`src/rtl/mips_multicycle_control_if.sv`:
```
// Control bundle between the multicycle MIPS control FSM and its datapath.
// The datapath supplies the decoded instruction fields, the ALU zero flag and
// the memory-ready handshake. The controller returns every enable and mux
// select, plus debug and status outputs.
//
// Signals:
//   opcode/funct   IR[31:26] / IR[5:0]     (datapath -> control)
//   zero           ALU zero flag           (datapath -> control)
//   memReady       memory completes access (datapath -> control)
//   pcWrite .. pcSource                    datapath enables and selects
//   state          current FSM state, for debug
//   illegalOp      sticky unsupported-opcode flag
//   instrCount     retired-instruction counter
interface mips_multicycle_control_if #(
    parameter int COUNT_WIDTH = 32
);
    logic [5:0]             opcode;
    logic [5:0]             funct;
    logic                   zero;
    logic                   memReady;
    logic                   pcWrite;
    logic                   iorD;
    logic                   memRead;
    logic                   memWrite;
    logic                   irWrite;
    logic                   regDst;
    logic                   memtoReg;
    logic                   regWrite;
    logic                   aluSrcA;
    logic [1:0]             aluSrcB;
    logic [2:0]             aluOp;
    logic [1:0]             pcSource;
    logic [3:0]             state;
    logic                   illegalOp;
    logic [COUNT_WIDTH-1:0] instrCount;

    // Controller side
    modport master (
        input  opcode, funct, zero, memReady,
        output pcWrite, iorD, memRead, memWrite, irWrite, regDst, memtoReg,
               regWrite, aluSrcA, aluSrcB, aluOp, pcSource, state, illegalOp,
               instrCount
    );

    // Datapath side
    modport slave (
        output opcode, funct, zero, memReady,
        input  pcWrite, iorD, memRead, memWrite, irWrite, regDst, memtoReg,
               regWrite, aluSrcA, aluSrcB, aluOp, pcSource, state, illegalOp,
               instrCount
    );
endinterface

```
`src/rtl/mips_multicycle_control.sv`:
```
// Moore-style main control FSM for the multicycle MIPS processor.
// One unified memory port is shared between instruction fetch and load/store.
// The FSM waits on memReady in FETCH, MEMRD and MEMWR.
//
// Ports:
//   clk_i  system clock, rising edge
//   rst_i  asynchronous active-high reset
//   bus    mips_multicycle_control_if.master (see interface header)
module mips_multicycle_control #(
    parameter int COUNT_WIDTH = 32
) (
    input  logic                         clk_i,
    input  logic                         rst_i,
    mips_multicycle_control_if.master    bus
);

    localparam logic [3:0] FETCH  = 4'd0;
    localparam logic [3:0] DECODE = 4'd1;
    localparam logic [3:0] MEMADR = 4'd2;
    localparam logic [3:0] MEMRD  = 4'd3;
    localparam logic [3:0] MEMWB  = 4'd4;
    localparam logic [3:0] MEMWR  = 4'd5;
    localparam logic [3:0] REXEC  = 4'd6;
    localparam logic [3:0] RWB    = 4'd7;
    localparam logic [3:0] BRANCH = 4'd8;
    localparam logic [3:0] JUMP   = 4'd9;
    localparam logic [3:0] IEXEC  = 4'd10;
    localparam logic [3:0] IWB    = 4'd11;
    localparam logic [3:0] JR     = 4'd12;

    localparam logic [5:0] OP_RTYPE = 6'h00;
    localparam logic [5:0] OP_J     = 6'h02;
    localparam logic [5:0] OP_BEQ   = 6'h04;
    localparam logic [5:0] OP_BNE   = 6'h05;
    localparam logic [5:0] OP_ADDI  = 6'h08;
    localparam logic [5:0] OP_ANDI  = 6'h0C;
    localparam logic [5:0] OP_ORI   = 6'h0D;
    localparam logic [5:0] OP_LUI   = 6'h0F;
    localparam logic [5:0] OP_LW    = 6'h23;
    localparam logic [5:0] OP_SW    = 6'h2B;
    localparam logic [5:0] FUNCT_JR = 6'h08;

    logic [3:0]             state_q, state_d;
    logic                   illegalOp_q, illegalOp_d;
    logic [COUNT_WIDTH-1:0] instrCount_q;
    logic                   retire;

    logic pcWriteRaw, irWriteRaw, regWriteRaw, memWriteRaw;

    // Next-state logic. retire marks every transition back into FETCH that
    // completes an instruction, so illegal opcodes never bump the counter.
    always_comb begin
        state_d     = state_q;
        illegalOp_d = illegalOp_q;
        retire      = 1'b0;
        case (state_q)
            FETCH:  if (bus.memReady) state_d = DECODE;
            DECODE: begin
                case (bus.opcode)
                    OP_RTYPE:                         state_d = (bus.funct == FUNCT_JR) ? JR : REXEC;
                    OP_LW, OP_SW:                     state_d = MEMADR;
                    OP_BEQ, OP_BNE:                   state_d = BRANCH;
                    OP_J:                             state_d = JUMP;
                    OP_ADDI, OP_ANDI, OP_ORI, OP_LUI: state_d = IEXEC;
                    default: begin
                        state_d     = FETCH;
                        illegalOp_d = 1'b1;
                    end
                endcase
            end
            MEMADR: state_d = (bus.opcode == OP_LW) ? MEMRD : MEMWR;
            MEMRD:  if (bus.memReady) state_d = MEMWB;
            MEMWR: begin
                if (bus.memReady) begin
                    state_d = FETCH;
                    retire  = 1'b1;
                end
            end
            REXEC:  state_d = RWB;
            IEXEC:  state_d = IWB;
            MEMWB, RWB, IWB, BRANCH, JUMP, JR: begin
                state_d = FETCH;
                retire  = 1'b1;
            end
            // Codes 13..15 are unreachable; fall back to a clean fetch
            default: state_d = FETCH;
        endcase
    end

    // State, sticky illegal flag and the wrapping retire counter
    always_ff @(posedge clk_i or posedge rst_i) begin
        if (rst_i) begin
            state_q      <= FETCH;
            illegalOp_q  <= 1'b0;
            instrCount_q <= '0;
        end else begin
            state_q     <= state_d;
            illegalOp_q <= illegalOp_d;
            if (retire) instrCount_q <= instrCount_q + {{(COUNT_WIDTH-1){1'b0}}, 1'b1};
        end
    end

    // Output decode from state only, except PCWrite/IRWrite which also
    // qualify on memReady (fetch) or the branch condition.
    always_comb begin
        pcWriteRaw   = 1'b0;
        irWriteRaw   = 1'b0;
        regWriteRaw  = 1'b0;
        memWriteRaw  = 1'b0;
        bus.iorD     = 1'b0;
        bus.memRead  = 1'b0;
        bus.regDst   = 1'b0;
        bus.memtoReg = 1'b0;
        bus.aluSrcA  = 1'b0;
        bus.aluSrcB  = 2'b00;
        bus.aluOp    = 3'b000;
        bus.pcSource = 2'b00;
        case (state_q)
            FETCH: begin
                bus.memRead = 1'b1;
                bus.aluSrcB = 2'b01;
                pcWriteRaw  = bus.memReady;
                irWriteRaw  = bus.memReady;
            end
            DECODE: bus.aluSrcB = 2'b11;
            MEMADR: begin
                bus.aluSrcA = 1'b1;
                bus.aluSrcB = 2'b10;
            end
            MEMRD: begin
                bus.iorD    = 1'b1;
                bus.memRead = 1'b1;
            end
            MEMWB: begin
                bus.memtoReg = 1'b1;
                regWriteRaw  = 1'b1;
            end
            MEMWR: begin
                bus.iorD    = 1'b1;
                memWriteRaw = 1'b1;
            end
            REXEC: begin
                bus.aluSrcA = 1'b1;
                bus.aluOp   = 3'b010;
            end
            RWB: begin
                bus.regDst  = 1'b1;
                regWriteRaw = 1'b1;
            end
            BRANCH: begin
                bus.aluSrcA  = 1'b1;
                bus.aluOp    = 3'b001;
                bus.pcSource = 2'b01;
                pcWriteRaw   = ((bus.opcode == OP_BEQ) &&  bus.zero) ||
                               ((bus.opcode == OP_BNE) && !bus.zero);
            end
            JUMP: begin
                bus.pcSource = 2'b10;
                pcWriteRaw   = 1'b1;
            end
            IEXEC: begin
                bus.aluSrcA = 1'b1;
                bus.aluSrcB = 2'b10;
                case (bus.opcode)
                    OP_ANDI: bus.aluOp = 3'b100;
                    OP_ORI:  bus.aluOp = 3'b011;
                    OP_LUI:  bus.aluOp = 3'b101;
                    default: bus.aluOp = 3'b000;
                endcase
            end
            IWB: regWriteRaw = 1'b1;
            JR: begin
                bus.pcSource = 2'b11;
                pcWriteRaw   = 1'b1;
            end
            default: ;
        endcase
    end

    // Architectural write enables are killed combinationally by reset so no
    // partial write can complete once reset is asserted.
    assign bus.pcWrite    = pcWriteRaw  & ~rst_i;
    assign bus.irWrite    = irWriteRaw  & ~rst_i;
    assign bus.regWrite   = regWriteRaw & ~rst_i;
    assign bus.memWrite   = memWriteRaw & ~rst_i;
    assign bus.state      = state_q;
    assign bus.illegalOp  = illegalOp_q;
    assign bus.instrCount = instrCount_q;

endmodule

```
`src/flat_wrapper.sv`:
```
// flat-port wrapper written by rule: the top's interface ports become plain ports
module mips_multicycle_control_flat 
#(
    parameter int COUNT_WIDTH = 32
)
  (clk_i, rst_i, bus_opcode, bus_funct, bus_zero, bus_memReady, bus_pcWrite, bus_iorD, bus_memRead, bus_memWrite, bus_irWrite, bus_regDst, bus_memtoReg, bus_regWrite, bus_aluSrcA, bus_aluSrcB, bus_aluOp, bus_pcSource, bus_state, bus_illegalOp, bus_instrCount);
  mips_multicycle_control_if #(.COUNT_WIDTH(COUNT_WIDTH)) bus_i ();
  input  logic clk_i;
  input  logic rst_i;
  input wire logic [$bits(bus_i.opcode)-1:0] bus_opcode;
  input wire logic [$bits(bus_i.funct)-1:0] bus_funct;
  input wire logic [$bits(bus_i.zero)-1:0] bus_zero;
  input wire logic [$bits(bus_i.memReady)-1:0] bus_memReady;
  output wire logic [$bits(bus_i.pcWrite)-1:0] bus_pcWrite;
  output wire logic [$bits(bus_i.iorD)-1:0] bus_iorD;
  output wire logic [$bits(bus_i.memRead)-1:0] bus_memRead;
  output wire logic [$bits(bus_i.memWrite)-1:0] bus_memWrite;
  output wire logic [$bits(bus_i.irWrite)-1:0] bus_irWrite;
  output wire logic [$bits(bus_i.regDst)-1:0] bus_regDst;
  output wire logic [$bits(bus_i.memtoReg)-1:0] bus_memtoReg;
  output wire logic [$bits(bus_i.regWrite)-1:0] bus_regWrite;
  output wire logic [$bits(bus_i.aluSrcA)-1:0] bus_aluSrcA;
  output wire logic [$bits(bus_i.aluSrcB)-1:0] bus_aluSrcB;
  output wire logic [$bits(bus_i.aluOp)-1:0] bus_aluOp;
  output wire logic [$bits(bus_i.pcSource)-1:0] bus_pcSource;
  output wire logic [$bits(bus_i.state)-1:0] bus_state;
  output wire logic [$bits(bus_i.illegalOp)-1:0] bus_illegalOp;
  output wire logic [$bits(bus_i.instrCount)-1:0] bus_instrCount;
  assign bus_i.opcode = bus_opcode;
  assign bus_i.funct = bus_funct;
  assign bus_i.zero = bus_zero;
  assign bus_i.memReady = bus_memReady;
  assign bus_pcWrite = bus_i.pcWrite;
  assign bus_iorD = bus_i.iorD;
  assign bus_memRead = bus_i.memRead;
  assign bus_memWrite = bus_i.memWrite;
  assign bus_irWrite = bus_i.irWrite;
  assign bus_regDst = bus_i.regDst;
  assign bus_memtoReg = bus_i.memtoReg;
  assign bus_regWrite = bus_i.regWrite;
  assign bus_aluSrcA = bus_i.aluSrcA;
  assign bus_aluSrcB = bus_i.aluSrcB;
  assign bus_aluOp = bus_i.aluOp;
  assign bus_pcSource = bus_i.pcSource;
  assign bus_state = bus_i.state;
  assign bus_illegalOp = bus_i.illegalOp;
  assign bus_instrCount = bus_i.instrCount;
  mips_multicycle_control #(.COUNT_WIDTH(COUNT_WIDTH)) u_core (.clk_i(clk_i), .rst_i(rst_i), .bus(bus_i));
endmodule
```
`config.mk`:
```
export PLATFORM = sky130hd
export DESIGN_NAME = mips_multicycle_control_flat
export DESIGN_NICKNAME = d
export VERILOG_FILES = /design/src/rtl/mips_multicycle_control_if.sv /design/src/rtl/mips_multicycle_control.sv /design/src/flat_wrapper.sv
export SDC_FILE = /design/constraint.sdc
export NUM_CORES = 1
export LEC_CHECK = 0
export ABC_AREA = 1
export BUFFER_PORTS_ARGS = -buffer_cell sky130_fd_sc_hd__buf_2
export CORE_UTILIZATION = 28
export DETAILED_ROUTE_END_ITERATION = 6
export HOLD_SLACK_MARGIN = 0.15
export PLACE_DENSITY_LB_ADDON = 0.2
export SLEW_MARGIN = 20
export SYNTH_ARGS = -nofsm -noshare
export SYNTH_HDL_FRONTEND = slang
export SYNTH_SLANG_ARGS = --single-unit
```
`constraint.sdc`:
```
create_clock -name clk_i -period 1.4 [get_ports clk_i]
set_input_delay 0.14 -clock clk_i [delete_from_list [all_inputs] [get_ports clk_i]]
set_output_delay 0.14 -clock clk_i [all_outputs]
set_load 0.05 [all_outputs]
```
Yosys cells after proc, flatten, opt, wreduce, memory -nomap -nowiden
Index checks and enable logic that the tools add are counted.

storage, ports and cells
  ROM bits = 0
  output and inout port bits = 53
  register bits after elaboration = 37
  bits of input ports = 16
  memory bits (writable) = 0
  memories kept = 0
  bits in latches = 0

operators by class
  $add $sub $neg = 1
  multiplexer cells = 22
  bitwise gates (word level) = 6
  reduce and logical (&&, ||, !) cells = 19
  multiply operators = 0
  shift-type cells = 0
  eq/ne operators = 25
  div/mod/pow operators = 0
  magnitude comparators = 0

operators by type and width
  kind                   count
  $add 32x1->32 const B  1
  $eq 6x4->1 const B     5
  $pmux 4 s7             1
  $eq 4x4->1 const B     5
  $pmux 4 s5             1
  $pmux 3 s3             2
  $eq 4x3->1 const B     4
  $mux 4                 4
  $eq 6x3->1 const B     2
  $eq 6x6->1 const B     2
  $pmux 2 s3             2
  $reduce_or 2->1        6
  $reduce_or 10->1       1
  $mux 1                 9
  $eq 4x2->1 const B     2
  $reduce_or 4->1        2
  $eq 6x2->1 const B     1
  $logic_not 6->1        1
  $ne 2x2->1 const B     3
  $reduce_or 6->1        1
  $and 1x1->1            4
  $eq 4x1->1 const B     1
  $logic_not 4->1        1
  $mux 3                 1
  other kinds (9)        11

Longest topological paths before layout
  depth in word-level cells = 5
  mapped depth = 10
  gate-level depth less buffers = 10

Least setup slack after synthesis
No wires, ideal clock.

  path kind = register -> output
  from = register u_core.state_q[1], in the netlist u_core.bus.state[1]
  to = output bus_pcWrite
  required time = 1.260 ns
  cell stages (with the launch flop) = 6
  buffers on the path = 0
  setup slack = -1.856 ns
  arrival = 3.116 ns
  cells stage by stage = dfrtp_1 nor3_2 nor2_2 nor2_1 nor2_1 a21oi_1

between the ends
  cells in the longest elaborated chain, start to end = 4
  elaborated cells on any way between the ends = 7
  those cells by class = 3 x eq/ne; 1 x mux; 1 x bitwise; 2 x reduce/logical

ends and longest elaborated chain
  item                              line                            RTL
  start: declaration                mips_multicycle_control.sv:43   logic [3:0] state_q, state_d;
  start signal: assignment          mips_multicycle_control.sv:97   state_q <= state_d;
  $eq 4x4->1                        mips_multicycle_control.sv:118  case (state_q)
  $reduce_or 2->1 (no source line)  -
  $pmux 1 s3 (*)                    mips_multicycle_control.sv:118
  $and 1x1->1 (*)                   mips_multicycle_control.sv:182  assign bus.pcWrite = pcWriteRaw & ~rst_i;
  end: declaration                  flat_wrapper.sv:14              output wire logic [$bits(bus_i.pcWrite)-1:0] bus_pcWrite;

Mark *: on every way between the ends. The rest lies on a longest branch, timed or not.

Worst setup path in the final report
Same ends and word-level chain as after synthesis.

==> metrics.txt <==
# TYPE chip_impl_metric gauge
chip_impl_metric{name="yosys-mux-area-fraction",unit="%"} 0
chip_impl_metric{name="placeableCoreArea",unit="um2"} 9330
chip_impl_info{name="critical_path.startpoint_type",value="flop"} 1
chip_impl_metric{name="number_of_buffers_created_by_cts",unit=""} 5
chip_impl_metric{name="numPlacedInstances",unit=""} 712
chip_impl_metric{name="holdPathStages",unit=""} 5
chip_impl_metric{name="post_layout_nonfiller_instances",unit=""} 728
chip_impl_metric{name="synthDistinctLibCells",unit=""} 25
chip_impl_info{name="reg_to_reg_critical_path_startpoint",value="u_core.bus.state[0]"} 1
chip_impl_metric{name="post_route_cells_drive_above_1_share",unit="%"} 33.4
chip_impl_info{name="clk_root_buffer_cell",value="sky130_fd_sc_hd__clkbuf_8"} 1
chip_impl_metric{name="power.static_leakage",unit="nW"} 2.17
chip_impl_info{name="post-synth-top-count-cell",value="sky130_fd_sc_hd__nand2_1"} 1
chip_impl_metric{name="route.detailed.vias_per_inst",unit=""} 4.36
chip_impl_metric{name="htreeDepth",unit=""} 2
chip_impl_metric{name="grt_antenna_before_repair",unit=""} 0
chip_impl_metric{name="synth_edf_count",unit=""} 0
chip_impl_info{name="kind_of_path_behind_the_tightest_hold_check",value="input port to flop"} 1
chip_impl_metric{name="final_period_minus_worst_setup_slack",unit="ps"} 1790
chip_impl_metric{name="fp.dieArea",unit="um2"} 10100
chip_impl_info{name="synth_flop_cell",value="sky130_fd_sc_hd__dfrtp_1"} 1
chip_impl_metric{name="place_area",unit="um2"} 3790
chip_impl_metric{name="finalSetupViolations",unit=""} 49
chip_impl_metric{name="syn2layout_area_growth",unit="%"} 54.4
chip_impl_info{name="crit_path_frequent_cell",value="sky130_fd_sc_hd__nor2_2"} 1
chip_impl_metric{name="yosysTopAreaCellShare",unit="%"} 34.0
chip_impl_metric{name="number_of_buffers_on_the_longest_clock_path",unit=""} 2
chip_impl_metric{name="route.vias.total",unit=""} 3171
chip_impl_metric{name="worst_skew_pair_latency",unit="ps"} 300
chip_impl_metric{name="timing.clock.skew",unit="ps"} 7.03
chip_impl_metric{name="cp_max_stage_delay",unit="ps"} 450
chip_impl_metric{name="remaining_drc_errors",unit=""} 0
chip_impl_metric{name="post_synthesis_compound_gate_area_fraction",unit="%"} 4.04
chip_impl_metric{name="drtAntennaViolNets",unit=""} 0
chip_impl_metric{name="depth_of_the_worst_register_to_register_path",unit=""} 9
chip_impl_metric{name="place.gp.congestion",unit=""} 0.881
chip_impl_metric{name="register_area_share_after_synthesis",unit="%"} 34.0
chip_impl_metric{name="switching_portion_of_total_power",unit="%"} 42.1
chip_impl_metric{name="intPower",unit="mW"} 2.82
chip_impl_metric{name="timing.max_slew.rel_slack",unit="%"} 80.1
chip_impl_info{name="cp_cell_sequence",value="nor2_2 -> nand2_2 -> nor3_4 -> nor2_2 -> a21oi_4 -> buf_6"} 1
chip_impl_info{name="clock_tree_from_tritoncts",value="done"} 1
chip_impl_metric{name="detailedRoute.firstPassIterationCount",unit=""} 4
chip_impl_metric{name="asyncSetResetFlopFracSynth",unit="%"} 100
chip_impl_info{name="timing.setup.critical_path_class",value="flop to output pin"} 1
chip_impl_metric{name="synthAdderAreaFrac",unit="%"} 0.459
chip_impl_metric{name="chipWidth",unit="um"} 101
chip_impl_info{name="hold_path.startpoint",value="bus_funct[2]"} 1
chip_impl_info{name="synth_top_family_by_area",value="simple AND/OR/NAND/NOR gates"} 1
chip_impl_metric{name="grt_first_pass_wirelength",unit="mm"} 13.8
chip_impl_metric{name="antenna_cells",unit=""} 0
chip_impl_metric{name="sequentialPowerShare",unit="%"} 25.9
chip_impl_metric{name="cap_violations",unit=""} 0
chip_impl_metric{name="synthSimpleGateAreaFrac",unit="%"} 49.0
chip_impl_info{name="worst_path_dominant_cell_family",value="simple AND/OR/NAND/NOR gates"} 1
chip_impl_metric{name="synth_nets",unit=""} 474
chip_impl_metric{name="final-hold-violation-count",unit=""} 0
chip_impl_metric{name="port_buffers",unit=""} 68
chip_impl_metric{name="num_rows",unit=""} 35
chip_impl_metric{name="fmax",unit="GHz"} 0.560
chip_impl_metric{name="wl_per_cell",unit="um"} 11.3
chip_impl_info{name="cp_slowest_cell",value="sky130_fd_sc_hd__dfrtp_2"} 1
chip_impl_metric{name="design_area",unit="um2"} 4210
chip_impl_metric{name="post_synth_instance_area",unit="um2"} 2730
chip_impl_metric{name="ys_warn_count",unit=""} 0
chip_impl_info{name="violations",value="setup timing"} 1
chip_impl_info{name="outcome",value="finished with violations"} 1
chip_impl_metric{name="fin_worst_hold_slack",unit="ps"} 198
chip_impl_metric{name="xor_xnor_share_of_the_synthesized_area",unit="%"} 3.86
chip_impl_metric{name="design.final.nets",unit=""} 615
chip_impl_metric{name="path_buf_inv",unit=""} 1
chip_impl_info{name="critical_path.endpoint_type",value="output pin"} 1
chip_impl_metric{name="power_density",unit="nW/um2"} 1160
chip_impl_metric{name="globalRoute.totalOverflow",unit=""} 0
chip_impl_info{name="netlist_top_cells_area",value="sky130_fd_sc_hd__dfrtp_1, sky130_fd_sc_hd__nand2_1, sky130_fd_sc_hd__nor2_1"} 1
chip_impl_metric{name="combinationalPowerShare",unit="%"} 50.8
chip_impl_metric{name="clk_pin_slew_worst_paths",unit="ps"} 80
chip_impl_metric{name="cp_data_arrival_time",unit="ps"} 1650
chip_impl_metric{name="postLayoutCoreUtil",unit="%"} 45.1
chip_impl_metric{name="wl",unit="mm"} 8.24
chip_impl_metric{name="critical_path_cell_count",unit=""} 6
chip_impl_metric{name="globalRouteTotalUtil",unit="%"} 17.3
chip_impl_metric{name="peakVddDrop",unit="mV"} 0.644
chip_impl_metric{name="initial_utilization",unit="%"} 29.2
chip_impl_metric{name="critical_path_peak_fanout",unit=""} 4
chip_impl_metric{name="p_clk_share",unit="%"} 23.3
chip_impl_metric{name="finalSetupTns",unit="ps"} -9420
chip_impl_info{name="post_synth_most_frequent_cells",value="sky130_fd_sc_hd__nand2_1, sky130_fd_sc_hd__nor2_1, sky130_fd_sc_hd__inv_1"} 1
chip_impl_metric{name="synth.ff_latch_count",unit=""} 37
chip_impl_metric{name="grt_max_degree",unit=""} 38
chip_impl_metric{name="synth_cells",unit=""} 457
chip_impl_metric{name="ios",unit=""} 69
chip_impl_info{name="yosysTopAreaCell",value="sky130_fd_sc_hd__dfrtp_1"} 1
chip_impl_metric{name="clock_sink_count",unit=""} 37
chip_impl_metric{name="timing_worst_slew_pin_value",unit="ps"} 298
chip_impl_metric{name="final_max_slew_viol_count",unit=""} 0
chip_impl_info{name="rsz_0062_raised_after_global_routing",value="true"} 1
chip_impl_metric{name="min_period_over_period",unit="%"} 128
chip_impl_metric{name="syn_avg_cell_area",unit="um2"} 5.96
chip_impl_metric{name="detailed_place_hpwl",unit="mm"} 6.44
chip_impl_metric{name="switching_power",unit="mW"} 2.05
chip_impl_metric{name="drt_iter0_drc",unit=""} 114
chip_impl_metric{name="final.setup.worst_slack",unit="ps"} -385
chip_impl_metric{name="timing.critical_path.required",unit="ps"} 1260
chip_impl_metric{name="fp.dieH",unit="um"} 101
chip_impl_metric{name="grt_pass1_vias",unit=""} 2999
chip_impl_info{name="crit_path_start",value="u_core.bus.state[1]"} 1
[per-stage QoR]
stage                     worst slack, ps  total power [mW]
after floorplan                      -746              2.63
after global placement               -276              3.35
after detailed placement             -273              3.36
after CTS                            -388              4.78
after global routing                 -445              5.10
final                                -385              4.86
[registers in the layout (all words and copies together), names as in the netlist]
register / cells
u_core.bus.instrCount: 32
u_core.bus.illegalOp: 1
u_core.bus.state: 4
[area by class of cell]
cell class,count,area (um2)
Timing Repair Buffer,140,1050
Clock buffer,5,68.8
Clock inverter,3,65.1
Multi-Input combinational cell,364,1740
Fill cell,983,5120
Tap cell,129,161
Sequential cell,37,932
Inverter,50,195
[power by group through the flow]
stage               combinational (mW)  clock (mW)  sequential [mW]
detailed placement                2.08           0             1.28
global route                      2.64        1.19             1.27
global placement                  2.07           0             1.28
CTS                               2.37        1.15             1.26
floorplan                         1.02           0             1.61
finish                            2.47        1.13             1.26
[routing by layer]
layer	GRT usage (%)	vias up	part of all wire, %
met5	0	-	0
met3	2.50	12	3.1
li1	-	1685	-
met4	4.46	0	1.4
met1	23.6	1423	51
met2	28.6	51	45
[tightest hold or removal path, cell delays in order]
cell	delay, ps
sky130_fd_sc_hd__buf_2	70
sky130_fd_sc_hd__nor2_1	30
sky130_fd_sc_hd__nand4_1	90
sky130_fd_sc_hd__nand2_1	60
sky130_fd_sc_hd__nand4_1	70
[cell usage in the layout, fill, tap and decap left out, drive strengths merged]
cell,count
a21oi,3
and2,1
buf,138
bufinv,2
clkbuf,5
clkinv,1
dfrtp,37
dlygate4sd3,2
ha,1
inv,50
nand2,206
nand3,22
nand3b,5
nand4,7
nor2,86
nor3,3
o211ai,1
o21ai,16
o31ai,1
xnor2,2
xor2,10
[kinds of logic after synthesis]
logic type      count (synthesis)
simple gates                  330
xor+xnor                       12
compound gates                 21
buf+inv                        56
flops                          37
fa+ha+maj                       1
[final timing paths]
kind,to,slack (ps)
max,bus_pcWrite,-390
min in group asynchronous,u_core.bus.instrCount[9],550
min,u_core.bus.state[1],200
max in group asynchronous,u_core.bus.state[3],650
min reg2reg,u_core.bus.illegalOp,470
max reg2reg,u_core.bus.instrCount[6],-210
[what timing repair did]
item                                    CTS  global route
endpoints found under the hold margin    38             0
endpoints found under the setup margin   50            51
hold buffers                              2             0
setup buffers                             4             2
pin swaps                                 5             3
resized for setup                        48            25
(Power assumes the default switching activity.)
